## src/rtl/pulpino_clkrst_gen.sv

```systemverilog
// Clock/reset generator: divides the board clock into usr_clk, sequences the
// SoC reset release onto a usr_clk falling edge and debounces the fetch-enable switch.
module pulpino_clkrst_gen #(
  parameter int DIV_HALF   = 5,
  parameter int RST_HOLD   = 32,
  parameter int DEB_CYCLES = 50000
) (
  input  logic clk,
  input  logic rst_n,
  input  logic sw_rst_req_i,
  input  logic fetch_enable_i,
  output logic usr_clk,
  output logic usr_rst_n,
  output logic fetch_enable_o,
  output logic sys_ready_o
);

  localparam logic [1:0] ST_HOLD    = 2'd0;
  localparam logic [1:0] ST_RELEASE = 2'd1;
  localparam logic [1:0] ST_RUN     = 2'd2;

  localparam logic [3:0]  DIV_LAST  = 4'(DIV_HALF - 1);
  localparam logic [7:0]  HOLD_LAST = 8'(RST_HOLD - 1);
  localparam logic [15:0] DEB_LAST  = 16'(DEB_CYCLES - 1);

  logic [3:0]  div_cnt_q, div_cnt_d;
  logic        usr_clk_q, usr_clk_d;
  logic [1:0]  state_q, state_d;
  logic [7:0]  hold_cnt_q, hold_cnt_d;
  logic        usr_rst_n_q, usr_rst_n_d;
  logic        sys_ready_q, sys_ready_d;
  logic        sync1_q, sync2_q;
  logic        fe_stable_q, fe_stable_d;
  logic [15:0] deb_cnt_q, deb_cnt_d;
  logic        fe_o_q, fe_o_d;

  logic div_wrap;
  logic usr_clk_fall;

  assign div_wrap     = (div_cnt_q == DIV_LAST);
  assign usr_clk_fall = div_wrap & usr_clk_q;

  always_comb begin
    div_cnt_d = div_wrap ? 4'd0 : div_cnt_q + 4'd1;
    usr_clk_d = div_wrap ? ~usr_clk_q : usr_clk_q;
  end

  // Soft reset overrides every transition, including a pending release.
  always_comb begin
    state_d     = state_q;
    hold_cnt_d  = hold_cnt_q;
    usr_rst_n_d = usr_rst_n_q;
    sys_ready_d = sys_ready_q;
    if (sw_rst_req_i) begin
      state_d     = ST_HOLD;
      hold_cnt_d  = 8'd0;
      usr_rst_n_d = 1'b0;
      sys_ready_d = 1'b0;
    end else begin
      case (state_q)
        ST_HOLD: begin
          usr_rst_n_d = 1'b0;
          sys_ready_d = 1'b0;
          if (hold_cnt_q == HOLD_LAST) begin
            state_d    = ST_RELEASE;
            hold_cnt_d = 8'd0;
          end else begin
            hold_cnt_d = hold_cnt_q + 8'd1;
          end
        end
        ST_RELEASE: begin
          if (usr_clk_fall) begin
            state_d     = ST_RUN;
            usr_rst_n_d = 1'b1;
            sys_ready_d = 1'b1;
          end
        end
        ST_RUN: begin
          usr_rst_n_d = 1'b1;
          sys_ready_d = 1'b1;
        end
        default: begin
          state_d     = ST_HOLD;
          hold_cnt_d  = 8'd0;
          usr_rst_n_d = 1'b0;
          sys_ready_d = 1'b0;
        end
      endcase
    end
  end

  // The counter parks at its terminal value rather than wrapping.
  always_comb begin
    fe_stable_d = fe_stable_q;
    deb_cnt_d   = 16'd0;
    if (sync2_q != fe_stable_q) begin
      if (deb_cnt_q == DEB_LAST) begin
        fe_stable_d = sync2_q;
        deb_cnt_d   = deb_cnt_q;
      end else begin
        deb_cnt_d = deb_cnt_q + 16'd1;
      end
    end
    fe_o_d = fe_stable_q & (state_q == ST_RUN);
  end

  always_ff @(posedge clk or negedge rst_n) begin
    if (!rst_n) begin
      div_cnt_q   <= 4'd0;
      usr_clk_q   <= 1'b0;
      state_q     <= ST_HOLD;
      hold_cnt_q  <= 8'd0;
      usr_rst_n_q <= 1'b0;
      sys_ready_q <= 1'b0;
      sync1_q     <= 1'b0;
      sync2_q     <= 1'b0;
      fe_stable_q <= 1'b0;
      deb_cnt_q   <= 16'd0;
      fe_o_q      <= 1'b0;
    end else begin
      div_cnt_q   <= div_cnt_d;
      usr_clk_q   <= usr_clk_d;
      state_q     <= state_d;
      hold_cnt_q  <= hold_cnt_d;
      usr_rst_n_q <= usr_rst_n_d;
      sys_ready_q <= sys_ready_d;
      sync1_q     <= fetch_enable_i;
      sync2_q     <= sync1_q;
      fe_stable_q <= fe_stable_d;
      deb_cnt_q   <= deb_cnt_d;
      fe_o_q      <= fe_o_d;
    end
  end

  assign usr_clk        = usr_clk_q;
  assign usr_rst_n      = usr_rst_n_q;
  assign sys_ready_o    = sys_ready_q;
  assign fetch_enable_o = fe_o_q;

endmodule

```

## config.mk

```make
export PLATFORM = sky130hd
export DESIGN_NAME = pulpino_clkrst_gen
export DESIGN_NICKNAME = d
export VERILOG_FILES = /design/src/rtl/pulpino_clkrst_gen.sv
export SDC_FILE = /design/constraint.sdc
export NUM_CORES = 1
export LEC_CHECK = 0
export BUFFER_PORTS_ARGS = -buffer_cell sky130_fd_sc_hd__buf_2
export CORE_ASPECT_RATIO = 1.75
export CORE_MARGIN = 2
export CORE_UTILIZATION = 30
export CTS_CLUSTER_SIZE = 14
export DETAILED_ROUTE_END_ITERATION = 8
export PLACE_DENSITY = 0.42
export SYNTH_ARGS = -nofsm -noshare
export SYNTH_HDL_FRONTEND = slang
export SYNTH_SLANG_ARGS = --single-unit
```

## constraint.sdc

```tcl
create_clock -name clk -period 2.1 [get_ports clk]
set_input_delay 0.315 -clock clk [delete_from_list [all_inputs] [get_ports clk]]
set_output_delay 0.315 -clock clk [all_outputs]
set_load 0.01 [all_outputs]
```

==> results.txt, run 1 <==
The total standard cell area after synthesis came out at 1900 um2. Dividing total power by cell area gives a power density of 588 nW/um2. The worst endpoint required time is 2.26 ns. The number of global-route vias before repair came to 1,350.

The signal arrival time at the worst endpoint came out at 1.89 ns. The core footprint is 6180 um2. The post-layout total power is 1.24 mW. The cell count after synthesis came out at 184.

When the netlist entered floorplanning its net count stood at 195. For this design the top-level I/O count stands at 8. The clock sink total is 36.

The number of cells upsized or downsized after cts came out at 0. Of all flip-flops after synthesis, the portion carrying an async set or reset was 100%. The post-cts hold buffer count came out at 0. After layout, the worst path uses 82.2% of the clock period. The largest single stage delay on the critical path is 0.40 ns. The finished layout cell area is 2110 um2. The floorplan step set the die height to 109 um.

TritonCTS built the clock tree. The clock-pin transition on the worst setup and hold timing paths is 0.07 ns. The global-route usage over all layers is 12.3%. The placed cell area is 2030 um2. The starting utilization of the core area came out at 30.8%. The remaining antenna violation count after routing is 0. The worst IR drop on VDD came out at 0.304 mV. The worst path needs 1.73 ns of the cycle, external delays included. Dividing the detail-routed via count by the number of cells gives 4.78. The final-report setup violation count came out at 0.

The critical-path maximum fanout came out at 9. From left edge to right edge, the die measures 64.2 um. Yosys mapped the design onto 43 distinct sky130hd cell types. The pin slew with the least headroom to its limit came out at 0.829 ns. In this run the static leakage power is 0.941 nW. The critical path startpoint is state_q[1]. In this run the deepest clock path goes through 2 buffers. The maximum level of the CTS H-tree is 2. The CTS buffer count came out at 5. The number of synthesized flops with an enable pin is 0. In the routed design, unresolved DRC markers number 0. After synthesis, the mean cell area works out to 10.3 um2.

After global routing the overflow that remains totals 0. The final RePlAce weighted congestion is 0.763. The average routed wire per standard cell is 13.6 um. The source of the worst register-to-register timing path is state_q[1]. The largest net degree at the start of global routing is 37. The most frequently used flop master after synthesis is dfrtp_1. During synthesis, Yosys emitted a total of 0 warnings.

The port buffer count is 7. Across the run, the number of max-cap violations was 0. Yosys instantiated no cell more often than dfrtp_1. Counting flops and latches in the post-synthesis netlist gives 36. The total count of max-transition violations in the final report was 0. The layout has 646 filler cells.

Of the post-synthesis cell area, the dominant cell type holds 47.4%. The first global-routing pass estimated 6460 um of wire. In this run the worst hold path is classified as input pin to async pin. Counting instances in the post-synthesis netlist gives the leading cell types as 36 x dfrtp_1, 28 x nor2_1, 12 x xnor2_1. The worst setup path is captured at a flop.

The fraction of the yosys area taken by sequential cells came out at 47.4%. The via count is 1,318. The overall routed net length came out at 3740 um. Buffers added to address setup during post-CTS repair amount to 0.

The count of inserted antenna diode cells came out at 0. The tree is rooted in a clkbuf_8. The run finished with clean final reports. By area the synthesized netlist is led by dfrtp_1 47%, nor2_1 5.5%, xnor2_1 5.5%, ha_1 4.6%, nand3_1 2.4%. Setup repair after global routing left no endpoint under its margin. The floorplan die area came out at 7020 um2. Between clock sinks in the finished design, the worst skew comes to 0.00800 ns. The worst-skew pair later-pin latency came out at 0.29 ns. Summed over all instances, the cell type with the most area after synthesis is dfrtp_1. The cell with the largest stage delay on the worst path is dfrtp_1. Headroom to the max-slew limit came out at 44.8%.

After legalization and detailed placement, the total HPWL measured 2820 um. The hold violation count in the final report is 0. The start-to-end type of the worst setup path is flop to flop. The critical path goes through inv_1 -> ha_1 -> nor2b_1 -> nor4_1 -> xnor2_1 -> nor2_1. The net count of the finished layout is 207. The total negative slack for setup checks came out at 0 ns.

The initial antenna violation count came out at 0. The count of TritonRoute iterations in the first routing pass is 4. The standard-cell row count is 38. The count of routing violations after the opening detailed-route iteration is 44.

The fraction of final layout cells with drive strength greater than 1 came out at 13.8%. The synthesis-to-finish area growth is 10.9%. The kind of launch point of the worst setup path is a flop.

The timing-limited maximum frequency came out at 580 MHz.
==> cell usage in the layout (no fill, tap or decap), drive strengths merged, types with 2 or more instances in the layout <==
cell / netlist / routed
nor2b: 6 / 6
xor2: 3 / 3
and4bb: 2 / 2
nor4b: 2 / 2
inv: 8 / 8
nand4: 5 / 5
nand2: 11 / 11
mux2: 3 / 3
nor4: 4 / 4
a31oi: 2 / 2
xnor2: 12 / 12
clkbuf: 1 / 6
nor2: 28 / 28
ha: 7 / 7
buf: 3 / 9
and3: 2 / 2
a21o: 2 / 2
nand2b: 5 / 5
o21ai: 7 / 7
a21oi: 8 / 8
nand3: 10 / 10
dfrtp: 36 / 36
nor3: 6 / 6
==> state kept, by name (all words and copies together) (netlist names) <==
| name | cells |
|---|---|
| fe_stable_q | 1 |
| usr_clk | 1 |
| sync1_q | 1 |
| fetch_enable_o | 1 |
| state_q | 2 |
| sys_ready_o | 1 |
| div_cnt_q | 4 |
| deb_cnt_q | 16 |
| sync2_q | 1 |
| hold_cnt_q | 8 |
==> power by group <==
group | internal [mW] | total [mW] | switching [mW]
Sequential | 0.704 | 0.716 | 0.0124
Clock | 0.226 | 0.464 | 0.238
Combinational | 0.0210 | 0.0588 | 0.0379
Total | 0.951 | 1.24 | 0.289
==> per-stage QoR <==
step | hold WS, ns | cells | util [%] | setup slack (ns)
final | 0.123 | 276 | 34.1 | 0.375
after floorplan | 0.0194 | 184 | - | 0.492
after CTS | 0.126 | 276 | 34.1 | 0.366
after global routing | 0.126 | 276 | 34.1 | 0.224
after global placement | 0.336 | 269 | 32.9 | 0.425
after detailed placement | 0.335 | 269 | 32.9 | 0.375
==> cell type report <==
class | instances | area [um2] | area share, %
clock buffers | 6 | 72.6 | 3.44
clock inverters | 1 | 5.00 | 0.237
repair buffers | 9 | 50.0 | 2.37
inverters | 8 | 30.0 | 1.42
flip-flops and latches | 36 | 901 | 42.7
multi-input cells | 136 | 950 | 45.0
well taps | 80 | 100 | 4.75
==> metal layers <==
layer	global-route usage (%)	up-vias	part of all wire, %	wire length, um
li1	-	653	-	-
met1	12.7	641	39	1470
met5	0	-	0	0
met4	6.84	0	3.1	116
met2	22.9	16	55	2080
met3	2.46	8	2.0	76
==> critical path: cells and delay by family, from the launching register on <==
kind | cells | cell delay [ns]
fa+ha+maj | 1 | 0.38
flops | 1 | 0.40
buf+inv | 1 | 0.08
simple gates | 3 | 0.61
xor+xnor | 1 | 0.16
==> cells by family after synthesis <==
logic type                 count (synthesis)  share of synthesized area [%]
and+or+nand+nor                           86                           27.8
DFF                                       36                           47.4
AOI/OAI and AO/OA                         24                           8.16
xor gates and xnor gates                  15                           6.91
buffers and inverters                     12                           2.70
adders and majority gates                  7                           4.61
muxes                                      4                           2.50
==> final timing paths <==
path / slack (ns) / cells after the start / to
min: 0.12 / 1 / deb_cnt_q[3]
max reg2reg: 0.37 / 6 / hold_cnt_q[7]
min in group clk: 0.14 / 1 / sync1_q
max in group asynchronous: 1.45 / 1 / div_cnt_q[0]
max: 0.37 / 6 / hold_cnt_q[7]
min reg2reg: 0.34 / 0 / sync2_q
Note: power is estimated with default switching activity, not from simulation.
==> inputs of run 2 (changes only) <==
Clock period 2.1 ns to 1.7 ns, I/O delays scaled along.
==> run 2 against run 1 <==
Against the previous run:
- combinational power up 35%
- critical path type unchanged
- die area unchanged
- register-to-register slack got worse by 0.29 ns
- via count grew 2.1%
- sequential cell count unchanged
- first-iteration DRC count increased by 89%
- global-route usage is 0.28 points higher
- design area up 4.4%
- non-clock buffer count is 5 higher
- cell count is 2.2% higher
- wire length up 3.2%
- clock-buffer cell count shrank 1
==> results.txt, run 2 (synthesis results as in run 1) <==
Status: complete, no violations (unchanged). The post-route fraction of the period consumed by the critical path is 95.0% (was 82.2%). The total of fill cells in the finished design came out at 650 (was 646). The critical path startpoint is state_q[1] (unchanged). The standard-cell row count was 38 (unchanged). The synthesis-to-finish area growth was 15.7% (was 10.9%). The clock tree from TritonCTS was yes (unchanged).

The maximum count of clock buffers along a single path is 2 (unchanged). The power density over the cells came out at 781 nW/um2 (was 588 nW/um2). The cell total after placement is 274 (was 269). The normalized max-slew margin was 68.5% (was 44.8%). The register containing the most flip-flops in the final layout is deb_cnt_q (unchanged). The critical-path maximum fanout came out at 5 (was 9).

The remaining global-route overflow is 0 (unchanged). The path type of the worst min-delay path is input pin to async pin (unchanged). The initial antenna violation count was 0 (unchanged). The minimum clock period was 1.62 ns (was 1.73 ns).

The number of DRC violations after detailed routing came out at 0 (unchanged). The number of global-route vias before repair is 1,372 (was 1,350). The pin slew with the least headroom to its limit is 0.473 ns (was 0.829 ns). The leakage power is 0.983 nW (was 0.941 nW). The worst endpoint required time came out at 1.88 ns (was 2.26 ns). The port buffer count was 7 (unchanged).

The count of boundary I/O pins came out at 8 (unchanged). The final-report setup violation count is 0 (unchanged). Cells along the critical path: inv_1 -> ha_1 -> nor2b_1 -> nor4_1 -> xnor2_1 -> nor2_1 (unchanged).

The kind of launch point of the worst setup path is a flop (unchanged). Commonest cells after routing, fill and taps aside: 36 x dfrtp_1, 28 x nor2_1, 12 x xnor2_1 (unchanged). The wire length of the first global-routing pass came out at 6630 um (was 6460 um). The final RePlAce weighted congestion is 0.735 (was 0.763).

The source of the worst register-to-register timing path is state_q[1] (unchanged). The count of TritonRoute iterations in the first routing pass came out at 4 (unchanged). The global-route usage over all layers came out at 12.6% (was 12.3%). The cell with the largest stage delay on the worst path is dfrtp_1 (unchanged).

The via count is 1,346 (was 1,318). The largest net degree at the start of global routing is 37 (unchanged). The count of inserted antenna diode cells came out at 0 (unchanged).

The hold violation count in the final report is 0 (unchanged). The clock-pin transition on the worst setup and hold timing paths came to 0.08 ns (was 0.07 ns). The die outline width is 64.2 um (unchanged).

The fraction of final layout cells with drive strength greater than 1 is 18.3% (was 13.8%). The clock sink total is 36 (unchanged). The post-cts hold buffer count was 0 (unchanged). The count of routing violations after the opening detailed-route iteration came to 83 (was 44). The worst-case hold slack came out at 0.00150 ns (was 0.123 ns). The average routed wire per standard cell came to 13.7 um (was 13.6 um). The leading cell type in the layout, fill and taps excluded is dfrtp_1 (unchanged). The overall routed net length came to 3860 um (was 3740 um). The core footprint came out at 6180 um2 (unchanged). The total count of max-transition violations in the final report came to 0 (unchanged). The signal arrival time at the worst endpoint is 1.80 ns (was 1.89 ns). The remaining antenna violation count after routing was 0 (unchanged). The start-to-end type of the worst setup path was flop to flop (unchanged). The maximum level of the CTS H-tree came out at 2 (unchanged). The post-layout total power is 1.72 mW (was 1.24 mW).

The largest stage delay on the critical path came out at 0.39 ns (was 0.40 ns). The half-perimeter wire length after detailed placement is 2850 um (was 2820 um). The number of vias per cell after detailed routing came to 4.77 (was 4.78). The number of nets in the layout is 212 (was 207).

The reg2reg setup slack came out at 0.08 ns (was 0.37 ns). The number of violations of the max-capacitance limit came to 0 (unchanged). The floorplan die height came out at 109 um (unchanged). The floorplan die area came out at 7020 um2 (unchanged). The master cell of the clock root buffer is clkbuf_8 (unchanged). The number of flip-flops under the largest register name was 16 (unchanged).

The endpoint class of the critical path is a flop (unchanged). Largest registers: deb_cnt_q: 16 flops, hold_cnt_q: 8 flops, div_cnt_q: 4 flops (unchanged). The total negative slack for setup checks was 0 ns (unchanged).

The worst-skew pair later-pin latency is 0.29 ns (about the same). The starting utilization of the core area came to 30.8% (unchanged). The CTS buffer count came to 5 (unchanged).

The worst clock skew is 0.00683 ns (was 0.00800 ns). The timing-limited maximum frequency came out at 619 MHz (was 580 MHz). The number of standard cells in the final layout excluding fillers came out at 282 (was 276). The worst IR drop on VDD is 0.553 mV (was 0.304 mV).
run 2: cell types whose count changed in the layout (fill, tap and decap cells not counted), sizes merged:
| cell | previous run | this run |
|---|---|---|
| buf | 9 | 14 |
| bufinv | 0 | 1 |
| clkinvlp | 0 | 1 |
| clkbuf | 6 | 5 |
run 2: layout make-up:
class / count / area [um2] / share of cell area [%]
Clock inverter: 3 / 42.5 / 1.93
Multi-Input combinational cell: 136 / 958 / 43.5
Sequential cell: 36 / 901 / 40.9
Timing Repair Buffer: 14 / 100 / 4.55
Inverter: 8 / 30.0 / 1.36
Tap cell: 80 / 100 / 4.55
Clock buffer: 5 / 68.8 / 3.13
run 2: worst paths after layout:
kind                                  to  cells past startpoint
setup / recovery           hold_cnt_q[7]                      6
min in group clk                 sync1_q                      1
hold / removal              deb_cnt_q[3]                      2
setup reg to reg           hold_cnt_q[7]                      6
max in group asynchronous   div_cnt_q[0]                      2
hold reg to reg                  sync2_q                      0
run 2: worst max-delay path, delay by kind of cell (launching register included):
kind	cells	cell delay (ns)
adders and majority gates	1	0.29
buffers and inverters	1	0.09
and+or+nand+nor	3	0.58
DFF	1	0.39
xor gates and xnor gates	1	0.16
run 2: power breakdown:
| group | internal, mW | switching [mW] |
|---|---|---|
| registers | 0.869 | 0.0145 |
| logic | 0.0312 | 0.0484 |
| clock network | 0.434 | 0.321 |
run 2: per-layer routing:
metal  vias to the layer above  routed length (um)  global-route usage (%)
met5                         -                   0                       0
met4                         0                 108                    6.23
met3                         7                  92                    3.07
met2                        20                2220                    24.3
met1                       650                1440                    12.2
li1                        669                   -                       -
run 2: through the flow:
stage,utilization (%),worst slack [ns],cell area (um2)
final,35.6,0.0844,2200
after global placement,33.7,0.0715,2080
after floorplan,-,0.0922,1900
after detailed placement,33.7,0.0746,2080
after CTS,35.5,0.0307,2190
after global routing,35.6,-0.00423,2200
run 2: timing repair:
| item | 4_1_cts | 5_1_grt |
|---|---|---|
| setup endpoints to repair | 0 | 3 |
| buffers inserted | 0 | 0 |
| resized for setup | 0 | 3 |
